==> src/rtl/log_normalizer.sv <==
// log_normalizer: finds the leading one of an unsigned integer by iterative
// left shift and returns a normalized mantissa x in [1,2) (x[0] is the
// integer bit) plus the exponent e, so that a ~= x * 2^e.
module log_normalizer #(
    parameter int W  = 16,
    parameter int n  = 8,
    parameter int EW = $clog2(W)
) (
    input  logic          clk,
    input  logic          reset,
    input  logic          start,
    input  logic [W-1:0]  a,
    output logic [0:n]    x,
    output logic [EW-1:0] e,
    output logic          zero,
    output logic          busy,
    output logic          done
);

    typedef enum logic [1:0] {
        IDLE  = 2'd0,
        SHIFT = 2'd1,
        DONE  = 2'd2
    } state_t;

    state_t         state_q, state_d;
    logic [W-1:0]   r_q, r_d;
    logic [EW-1:0]  cnt_q, cnt_d;
    logic [0:n]     x_q, x_d;
    logic [EW-1:0]  e_q, e_d;
    logic           zero_q, zero_d;
    logic           done_q, done_d;

    // Next-state logic: accept in IDLE/DONE, shift until the MSB is set.
    always_comb begin
        state_d = state_q;
        r_d     = r_q;
        cnt_d   = cnt_q;
        x_d     = x_q;
        e_d     = e_q;
        zero_d  = zero_q;
        done_d  = done_q;
        case (state_q)
            IDLE, DONE: begin
                if (start) begin
                    if (a != '0) begin
                        r_d     = a;
                        cnt_d   = '0;
                        done_d  = 1'b0;
                        state_d = SHIFT;
                    end else begin
                        x_d     = '0;
                        e_d     = '0;
                        zero_d  = 1'b1;
                        done_d  = 1'b1;
                        state_d = DONE;
                    end
                end
            end
            SHIFT: begin
                if (r_q[W-1]) begin
                    x_d     = r_q[W-1 -: n+1];
                    e_d     = EW'(W - 1) - cnt_q;
                    zero_d  = 1'b0;
                    done_d  = 1'b1;
                    state_d = DONE;
                end else begin
                    r_d   = r_q << 1;
                    cnt_d = cnt_q + EW'(1);
                end
            end
            default: begin
                state_d = IDLE;
            end
        endcase
    end

    // State and result registers; an active-low reset aborts immediately.
    always_ff @(posedge clk or negedge reset) begin
        if (!reset) begin
            state_q <= IDLE;
            r_q     <= '0;
            cnt_q   <= '0;
            x_q     <= '0;
            e_q     <= '0;
            zero_q  <= 1'b0;
            done_q  <= 1'b0;
        end else begin
            state_q <= state_d;
            r_q     <= r_d;
            cnt_q   <= cnt_d;
            x_q     <= x_d;
            e_q     <= e_d;
            zero_q  <= zero_d;
            done_q  <= done_d;
        end
    end

    assign x    = x_q;
    assign e    = e_q;
    assign zero = zero_q;
    assign done = done_q;
    assign busy = (state_q == SHIFT);

endmodule

==> config.mk <==
export PLATFORM = sky130hd
export DESIGN_NAME = log_normalizer
export DESIGN_NICKNAME = d
export VERILOG_FILES = /design/src/rtl/log_normalizer.sv
export SDC_FILE = /design/constraint.sdc
export NUM_CORES = 1
export LEC_CHECK = 0
export BUFFER_PORTS_ARGS = -buffer_cell sky130_fd_sc_hd__buf_4
export CORE_MARGIN = 10
export CORE_UTILIZATION = 53
export CTS_CLUSTER_DIAMETER = 120
export CTS_CLUSTER_SIZE = 30
export DETAILED_ROUTE_END_ITERATION = 8
export HOLD_SLACK_MARGIN = 0.08
export PLACE_DENSITY_LB_ADDON = 0.12
export SYNTH_ARGS = -nofsm -noshare
export SYNTH_HDL_FRONTEND = slang
export SYNTH_SLANG_ARGS = --single-unit
==> constraint.sdc <==
create_clock -name clk -period 1.5 [get_ports clk]
set_input_delay 0.3 -clock clk [delete_from_list [all_inputs] [get_ports clk]]
set_output_delay 0.3 -clock clk [all_outputs]
set_load 0.03 [all_outputs]
==> results of run 1 <==
-- layout make-up --
| class | count | area share |
|---|---|---|
| clock buffers | 5 | 0.0168 |
| inverters | 2 | 0.00335 |
| clock inverters | 1 | 0.00223 |
| well taps | 44 | 0.0246 |
| multi-input cells | 81 | 0.326 |
| flip-flops and latches | 37 | 0.413 |
| repair buffers | 60 | 0.214 |
-- path summary, 6_finish.rpt --
path	slack, ps	depth (start not counted)	endpoint	from
max in group asynchronous	720	2	done$_DFFE_PN0P_	reset
min in group asynchronous	450	2	x[2]$_DFFE_PN0P_	reset
worst max-delay path	1	3	busy	state_q[0]$_DFFE_PN0P_
worst min register to register	480	1	e[3]$_DFFE_PN0P_	cnt_q[3]$_DFFE_PN0P_
worst min-delay path	190	2	state_q[1]$_DFFE_PN0P_	start
worst max register to register	70	6	cnt_q[0]$_DFFE_PN0P_	state_q[1]$_DFFE_PN0P_
-- cells by family (layout without fill, tap and decap cells) --
logic type / count (synthesis) / after routing / share of synthesized area
AO/OA/AOI/OAI: 55 / 55 / 0.267
XOR/XNOR: 1 / 1 / 0.00513
adder cells (fa/ha/maj): 1 / 1 / 0.00733
buffers and inverters: 10 / 68 / 0.0396
flip-flops: 37 / 37 / 0.543
multiplexers: 2 / 2 / 0.0132
AND/OR/NAND/NOR: 22 / 22 / 0.125
-- routing by layer --
layer	up-vias	routed length, µm
met5	-	0
met4	0	65
met3	7	171
met2	26	2060
met1	655	1800
li1	610	-
-- worst max-delay path: stages (launching register included) --
cell     delay [ps]
dfrtp_1         410
and2b_2         210
buf_6           120
buf_6           130
-- flip-flops by register name, summed over array words and instances (netlist names) --
name and count:
cnt_q 4, done 1, e 4, r_q 16, state_q 2, x 9, zero 1
-- cells in the final DEF (no fill, tap or decap), types with 2 or more instances in the layout --
master and count:
a21oi_1 4, nor2_1 4, a22o_1 22, buf_4 54
clkbuf_4 5, nor4_4 4, o2bb2ai_1 4, mux2_2 2
a21o_1 15, inv_1 2, buf_6 4, dfrtp_1 37
nor3_1 3, nand2_1 2
-- power by group --
| group | switching [mW] | internal (mW) | total [mW] |
|---|---|---|---|
| sequential | 0.318 | 1.42 | 1.74 |
| combinational | 1.04 | 1.03 | 2.07 |
| clock | 0.301 | 0.163 | 0.464 |
| total | 1.66 | 2.60 | 4.27 |
-- per-stage QoR --
step                total power [mW]  utilization  setup TNS [ps]  instance area [µm²]
floorplan                       2.89            -               0                 1710
global placement                3.57        0.682           -1470                 2100
detailed placement              3.66        0.682           -1850                 2100
CTS                             4.22        0.711           -11.4                 2190
global route                    4.52        0.728           -46.0                 2240
finish                          4.27        0.728               0                 2240
-- what timing repair did --
action,4_1_cts,5_1_grt
pin swaps,0,3
hold endpoints to repair,37,0
buffers inserted,3,4
endpoints found under the setup margin,13,16
hold buffers,1,0
gates cloned,0,1
resized for setup,3,5
==> results.ini, run 1 <==
[outcome]
status = completed

[global_routing]
grt_pass1_vias = 1406
grtUsageTotal = 0.139
overflow = 0
busiest_layer = met2
antenna_found_initial = 0
gr-usage-met3 = 0.0443
use_met1 = 0.164
met2_usage = 0.232
grt_pass1_wl_mm = 6.71
grt_max_degree = 38

[floorplan]
dieArea_um2 = 5890
die_x_um = 76.7
rows = 20
core_area_um2 = 3080
start_util = 0.554
die_y_um = 76.7
num_io_pins = 35

[sta]
rsz0062_at_grt = true
max_freq_ghz = 0.667
postLayoutSetupSlackWorst_ps = 0.989
hold_violations = 0
drv_slew = 0
final.min_clock_period_ps = 1500
slew_headroom = 0.691
fin_crit_sh = 0.999
tightest_slew_ps = 463
clock_skew_ps = 5.05
setup_viol = 0
hold_slack_ps = 188

[critical_path]
crit_required_ps = 1200
critPathCaptureType = output port
crit_type = reg2out
cp.arrival_ps = 1200
cp_max_fo = 4
start_kind = flop

[cells_and_area]
antenna_cells = 0
multiInputGateArea_um2 = 729
stdcell_count = 230
num-nets-final = 207
drive_above_1_share = 0.430
seqCellArea_um2 = 926
n_fill_cell = 236
syn_to_final_growth_pct = 31.3

[clock_tree]
ctsLongestPathBuffers = 2
cts_sinks = 37
clk_pin_slew_ps = 100
numCtsBuffers = 5
h-tree-depth = 2
cts_tree = built
insertion_delay_ps = 340
root_buffer = clkbuf_4

[logic_synthesis]
async_reset_ff_frac = 1.00
synth_edf_count = 0
ys_warn_count = 0
yosysTopAreaCell = dfrtp_1
synth.distinct_cells = 36
yosysMostFrequentCell = dfrtp_1
synth.top_cell.area_share = 0.543
synth-main-ff-cell = dfrtp_1
synth_cells = 128
syn_area_um2 = 1710
netlist_top_cells_count = dfrtp_1 (37), a22o_1 (22), a21o_1 (15)
synth_nets = 148
syn_avg_cell_area_um2 = 13.3
ys_ff_latch = 37
synth.area.top_cells = dfrtp_1 (54%), a22o_1 (11%), a21o_1 (6.6%)
ys_seq_area_frac = 0.543

[routing]
vias = 1298
via_per_inst = 5.64
wl_per_cell_um = 17.8
drc = 0
drtIter0Drc = 96
firstDrtPassIters = 4
ant_nets = 0
wl_mm = 4.10

[power]
irDropWorstVdd_mv = 0.948
leakage_nw = 1.13
p_per_area_nw_per_um2 = 1900

[placed_design]
pre_cts_ws_ps = -172
place.port_buffers = 34
place_congestion = 0.830
placedCellCount = 215
hpwl_mm = 2.97

[worst_hold_path]
min_path_type = in2reg

[flow_run]
max_cap_violations = 0

No activity file was read; power rests on OpenSTA's default activity.
==> run 2: changes to the inputs <==
--- a/config.mk
+++ b/config.mk
@@ -6,7 +6,7 @@
 export NUM_CORES = 1
 export LEC_CHECK = 0
 export BUFFER_PORTS_ARGS = -buffer_cell sky130_fd_sc_hd__buf_4
-export CORE_MARGIN = 10
+export CORE_MARGIN = 5
 export CORE_UTILIZATION = 53
 export CTS_CLUSTER_DIAMETER = 120
 export CTS_CLUSTER_SIZE = 30
==> run 2 against run 1 <==
Largest cell class unchanged. Global-route usage rose by 6.6 points. Via count up 1.2%. Worst setup slack got worse by 26 ps. Sequential power barely moved. Design area increased by 1.2%. The run now ends with negative setup slack left. Sequential share of layout area shrank 0.48 points. Critical path type unchanged. Count of clock-buffer cells in the layout is 2 higher.
==> results.ini, run 2 (same netlist as run 1, synthesis figures left out) <==
[outcome]
status = complete, but fails checks
violations = negative setup slack

[cells_and_area]
stdcell_count = 228
regMostFlops = r_q
antenna_cells = 0
n_fill_cell = 219
syn_to_final_growth_pct = 32.8
largest_reg_flops = 16
final_common_cell = buf_4
fin_util = 0.737
drive_above_1_share = 0.418
num-nets-final = 203
final_cell_mix = buf_4 (49), dfrtp_1 (37), a22o_1 (22), a21o_1 (15), clkbuf_4 (5)

[placed_design]
hpwl_mm = 2.81
pre_cts_ws_ps = -115
place_congestion = 0.824
place.port_buffers = 34
placedCellCount = 215

[critical_path]
max_stage_delay_ps = 420
cp_max_fo = 3
crit_type = reg2out
crit_buf_inv = 2
crit_top_cell = buf_6
cp_top_family = flip-flops
critPathCaptureType = output port
crit_chain = and2b_2 > buf_6 > buf_6
reg2reg_depth = 5
r2r_slack_ps = 40
critPathSlowestCell = dfrtp_1
crit_required_ps = 1200
start_kind = flop
cp.arrival_ps = 1230
r2r-start = state_q[1]$_DFFE_PN0P_
r2r_end = r_q[12]$_DFFE_PN0P_

[floorplan]
rows = 20
start_util = 0.554
num_io_pins = 35
die_x_um = 66.7
core_area_um2 = 3080
dieArea_um2 = 4450
die_y_um = 66.7

[global_routing]
grt_pass1_wl_mm = 6.70
antenna_found_initial = 0
grt_max_degree = 38
overflow = 0
grtUsageTotal = 0.205
grt_pass1_vias = 1362

[worst_hold_path]
min_path_type = in2reg
min_from = start
hold_depth = 2
hold_path_end = state_q[1]$_DFFE_PN0P_

[power]
p_seq_frac = 0.390
p_per_area_nw_per_um2 = 1970
irDropWorstVdd_mv = 1.19
swShare = 0.375
leakage_nw = 1.14
p_clk_frac = 0.163
comb_power_share = 0.447
p_int_mw = 2.80
switchingPower_mw = 1.68

[clock_tree]
root_buffer = clkbuf_4
cts_sinks = 37
h-tree-depth = 2
insertion_delay_ps = 350
cts_tree = built
ctsLongestPathBuffers = 2
clk_pin_slew_ps = 110
numCtsBuffers = 5

[sta]
rsz0062_at_grt = true
hold_slack_ps = 218
setup_viol = 1
max_freq_ghz = 0.656
tns_ps = -25.3
clock_skew_ps = 11.6
hold_violations = 0
drv_slew = 0
tightest_slew_ps = 448
final.min_clock_period_ps = 1530
slew_headroom = 0.701
postLayoutSetupSlackWorst_ps = -25.3
fin_crit_sh = 1.02

[routing]
via_per_inst = 5.76
vias = 1314
drc = 0
drtIter0Drc = 79
ant_nets = 0
wl_per_cell_um = 17.1
firstDrtPassIters = 4
wl_mm = 3.90

[flow_run]
max_cap_violations = 0

-- run 2: how the worst max path moves through the flow --
| stage | cells after the start | from | endpoint | slack, ps |
|---|---|---|---|---|
| after global routing | 3 | state_q[0]$_DFFE_PN0P_ | busy | -70 |
| after detailed placement | 5 | a[1] | x[7]$_DFFE_PN0P_ | -110 |
| final | 3 | state_q[0]$_DFFE_PN0P_ | busy | -30 |
| after global placement | 7 | a[2] | cnt_q[3]$_DFFE_PN0P_ | -80 |
| after CTS | 3 | state_q[0]$_DFFE_PN0P_ | busy | -9 |
| after floorplan | 5 | state_q[1]$_DFFE_PN0P_ | x[1]$_DFFE_PN0P_ | 6 |
-- run 2: cell type report --
class / instances / area [µm²] / share of cell area
timing repair buffer: 56 / 463 / 0.204
sequential: 37 / 926 / 0.408
multi-input combinational: 81 / 731 / 0.322
clock inverter: 1 / 30.0 / 0.0132
tap: 44 / 55.1 / 0.0243
inverter: 2 / 7.51 / 0.00331
clock buffer: 7 / 55.1 / 0.0243
-- run 2: metrics by stage --
stage	power, mW	instance area (µm²)
6_report	4.47	2270
5_1_grt	4.75	2270
4_1_cts	4.41	2220
3_5_place_dp	3.61	2100
3_3_place_gp	3.53	2100
2_1_floorplan	2.89	1710
-- run 2: per-layer routing --
metal | global-route usage | vias to the layer above | share of wire
li1 | - | 607 | -
met1 | 0.259 | 662 | 0.42
met2 | 0.329 | 35 | 0.50
met3 | 0.0573 | 10 | 0.057
met4 | 0.0812 | 0 | 0.022
met5 | 0 | - | 0
-- run 2: repair_timing --
item / in CTS / in global routing
pin swaps: 0 / 2
setup buffers: 1 / 4
hold buffers: 1 / 0
gates cloned: 0 / 0
gates resized for setup: 4 / 3
hold endpoints to repair: 37 / 0
setup endpoints to repair: 13 / 28
-- run 2: worst register-to-register path: stages, from the launching register on --
cell     delay (ps)
dfrtp_1         400
buf_4           160
nor3b_4         360
a21oi_4          60
buf_4           180
a21o_1          190
-- run 2: power groups by stage --
stage	Combinational, mW	Clock (mW)	Sequential [mW]
floorplan	0.881	0	2.01
global placement	1.80	0	1.73
detailed placement	1.86	0	1.75
CTS	1.93	0.740	1.74
global route	2.15	0.793	1.81
finish	2.00	0.729	1.74
==> run 3: changes to the inputs <==
--- a/config.mk
+++ b/config.mk
@@ -9,8 +9,8 @@
 export CORE_MARGIN = 5
 export CORE_UTILIZATION = 53
 export CTS_CLUSTER_DIAMETER = 120
-export CTS_CLUSTER_SIZE = 30
 export DETAILED_ROUTE_END_ITERATION = 8
+export GPL_TIMING_DRIVEN = 0
 export HOLD_SLACK_MARGIN = 0.08
 export PLACE_DENSITY_LB_ADDON = 0.12
 export SYNTH_ARGS = -nofsm -noshare
==> run 3 against run 2 <==
The flow still finishes with violations (negative setup slack). First-iteration DRC count shrank 6.3%. Total power shrank 1.2%. Via count shrank 2.8%. Hold slack lost 20 ps. Maximum frequency shrank 0.98%. Utilization shrank 1.8 points. Wire length shrank 2.0%. Die area is the same. Clock power is essentially flat. Count of clock-buffer cells in the layout is the same. Non-clock buffer count shrank 6.
==> results.ini, run 3 (same netlist as run 1, synthesis figures left out) <==
[cells_and_area]
regMostFlops = r_q
final_cell_mix = buf_4 (41), dfrtp_1 (34), a22o_1 (22), a21o_1 (15), buf_6 (7)
largest_reg_flops = 16
final_common_cell = buf_4
antenna_cells = 0
n_fill_cell = 232
fin_util = 0.718
syn_to_final_growth_pct = 29.5
num-nets-final = 197
drive_above_1_share = 0.416

[sta]
fin_crit_sh = 1.03
final.min_clock_period_ps = 1540
setup_viol = 1
slew_headroom = 0.690
rsz0062_at_grt = true
max_freq_ghz = 0.649
clock_skew_ps = 18.3
tns_ps = -40.5
drv_slew = 0
hold_violations = 0
postLayoutSetupSlackWorst_ps = -40.5
tightest_slew_ps = 466

[routing]
via_per_inst = 5.75
wl_mm = 3.83
wl_per_cell_um = 17.2
ant_nets = 0
drc = 0
drtIter0Drc = 74
vias = 1277
firstDrtPassIters = 4

[clock_tree]
insertion_delay_ps = 340
cts_tree = built
numCtsBuffers = 5
h-tree-depth = 2
ctsLongestPathBuffers = 2
clk_pin_slew_ps = 120
cts_sinks = 37
root_buffer = clkbuf_4

[worst_hold_path]
hold_path_end = state_q[1]$_DFFE_PN0P_
min_path_type = in2reg
hold_depth = 2
min_from = start

[critical_path]
r2r_slack_ps = 20
critPathCaptureType = output port
cp_top_family = flip-flops
r2r-start = state_q[0]$_DFFE_PN0P_
cp_max_fo = 8
start_kind = flop
cp.arrival_ps = 1240
reg2reg_depth = 5
crit_buf_inv = 1
crit_chain = and2b_2 > buf_6
max_stage_delay_ps = 500
critPathSlowestCell = dfrtp_2
r2r_end = x[5]$_DFFE_PN0P_
crit_required_ps = 1200
crit_type = reg2out

[floorplan]
num_io_pins = 35
dieArea_um2 = 4450
die_y_um = 66.7
core_area_um2 = 3080
die_x_um = 66.7
start_util = 0.554
rows = 20

[power]
leakage_nw = 1.09
irDropWorstVdd_mv = 1.06
power_mw = 4.41
p_per_area_nw_per_um2 = 2000

[global_routing]
overflow = 0
grtUsageTotal = 0.196
antenna_found_initial = 0
grt_max_degree = 38
grt_pass1_wl_mm = 6.56
grt_pass1_vias = 1346

[flow_run]
max_cap_violations = 0

[placed_design]
hpwl_mm = 2.61
place.port_buffers = 34
pre_cts_ws_ps = -218
place_congestion = 0.774

[outcome]
violations = negative setup slack
status = complete, but fails checks

[run 3: changes by cell type in the layout (fill, tap and decap cells not counted), moves of 2 or more]
cell	change
dfrtp_1	-3
buf_6	+3
buf_4	-8
dfrtp_2	+3
buf_12	-2
[run 3: area by class of cell]
| class | count | area, µm² | share of cell area |
|---|---|---|---|
| sequential | 37 | 930 | 0.420 |
| multi-input combinational | 81 | 729 | 0.330 |
| timing repair buffer | 42 | 325 | 0.147 |
| buffer | 8 | 78.8 | 0.0357 |
| clock buffer | 7 | 55.1 | 0.0249 |
| tap | 44 | 55.1 | 0.0249 |
| clock inverter | 1 | 30.0 | 0.0136 |
| inverter | 2 | 7.51 | 0.00340 |
[run 3: layer usage]
metal	vias up	track usage	routed length, µm
met5	-	0	0
met4	0	0.0761	74
met3	10	0.0489	209
met2	35	0.311	1890
met1	638	0.257	1650
li1	594	-	-
[run 3: worst max-delay path by stage]
stage                           startpoint                 end  slack (ps)  depth (start not counted)
floorplan           state_q[1]$_DFFE_PN0P_    x[1]$_DFFE_PN0P_           6                          5
global placement                      a[2]  r_q[1]$_DFFE_PN0P_        -190                          6
detailed placement                    a[1]  r_q[2]$_DFFE_PN0P_        -220                          6
CTS                 state_q[1]$_DFFE_PN0P_                busy         -20                          2
global route        state_q[0]$_DFFE_PN0P_                busy         -90                          2
finish              state_q[0]$_DFFE_PN0P_                busy         -40                          2
[run 3: report_power, final]
part	internal [mW]	total (mW)	switching (mW)
clock	0.398	0.731	0.332
combinational	0.944	1.92	0.980
sequential	1.42	1.76	0.338
[run 3: stage by stage]
step | area [µm²] | std cells | hold WS (ps)
CTS | 2140 | 217 | 178
global placement | 2020 | 206 | 280
finish | 2210 | 222 | 198
global route | 2210 | 222 | 205
floorplan | 1710 | 128 | 4.41
detailed placement | 2020 | 206 | 290
[run 3: timing repair]
action | 4_1_cts | 5_1_grt
hold buffers | 1 | 0
pin swaps | 1 | 1
hold endpoints to repair | 37 | 0
resized for setup | 4 | 17
gates cloned | 0 | 1
endpoints found under the setup margin | 25 | 21
setup buffers | 2 | 4
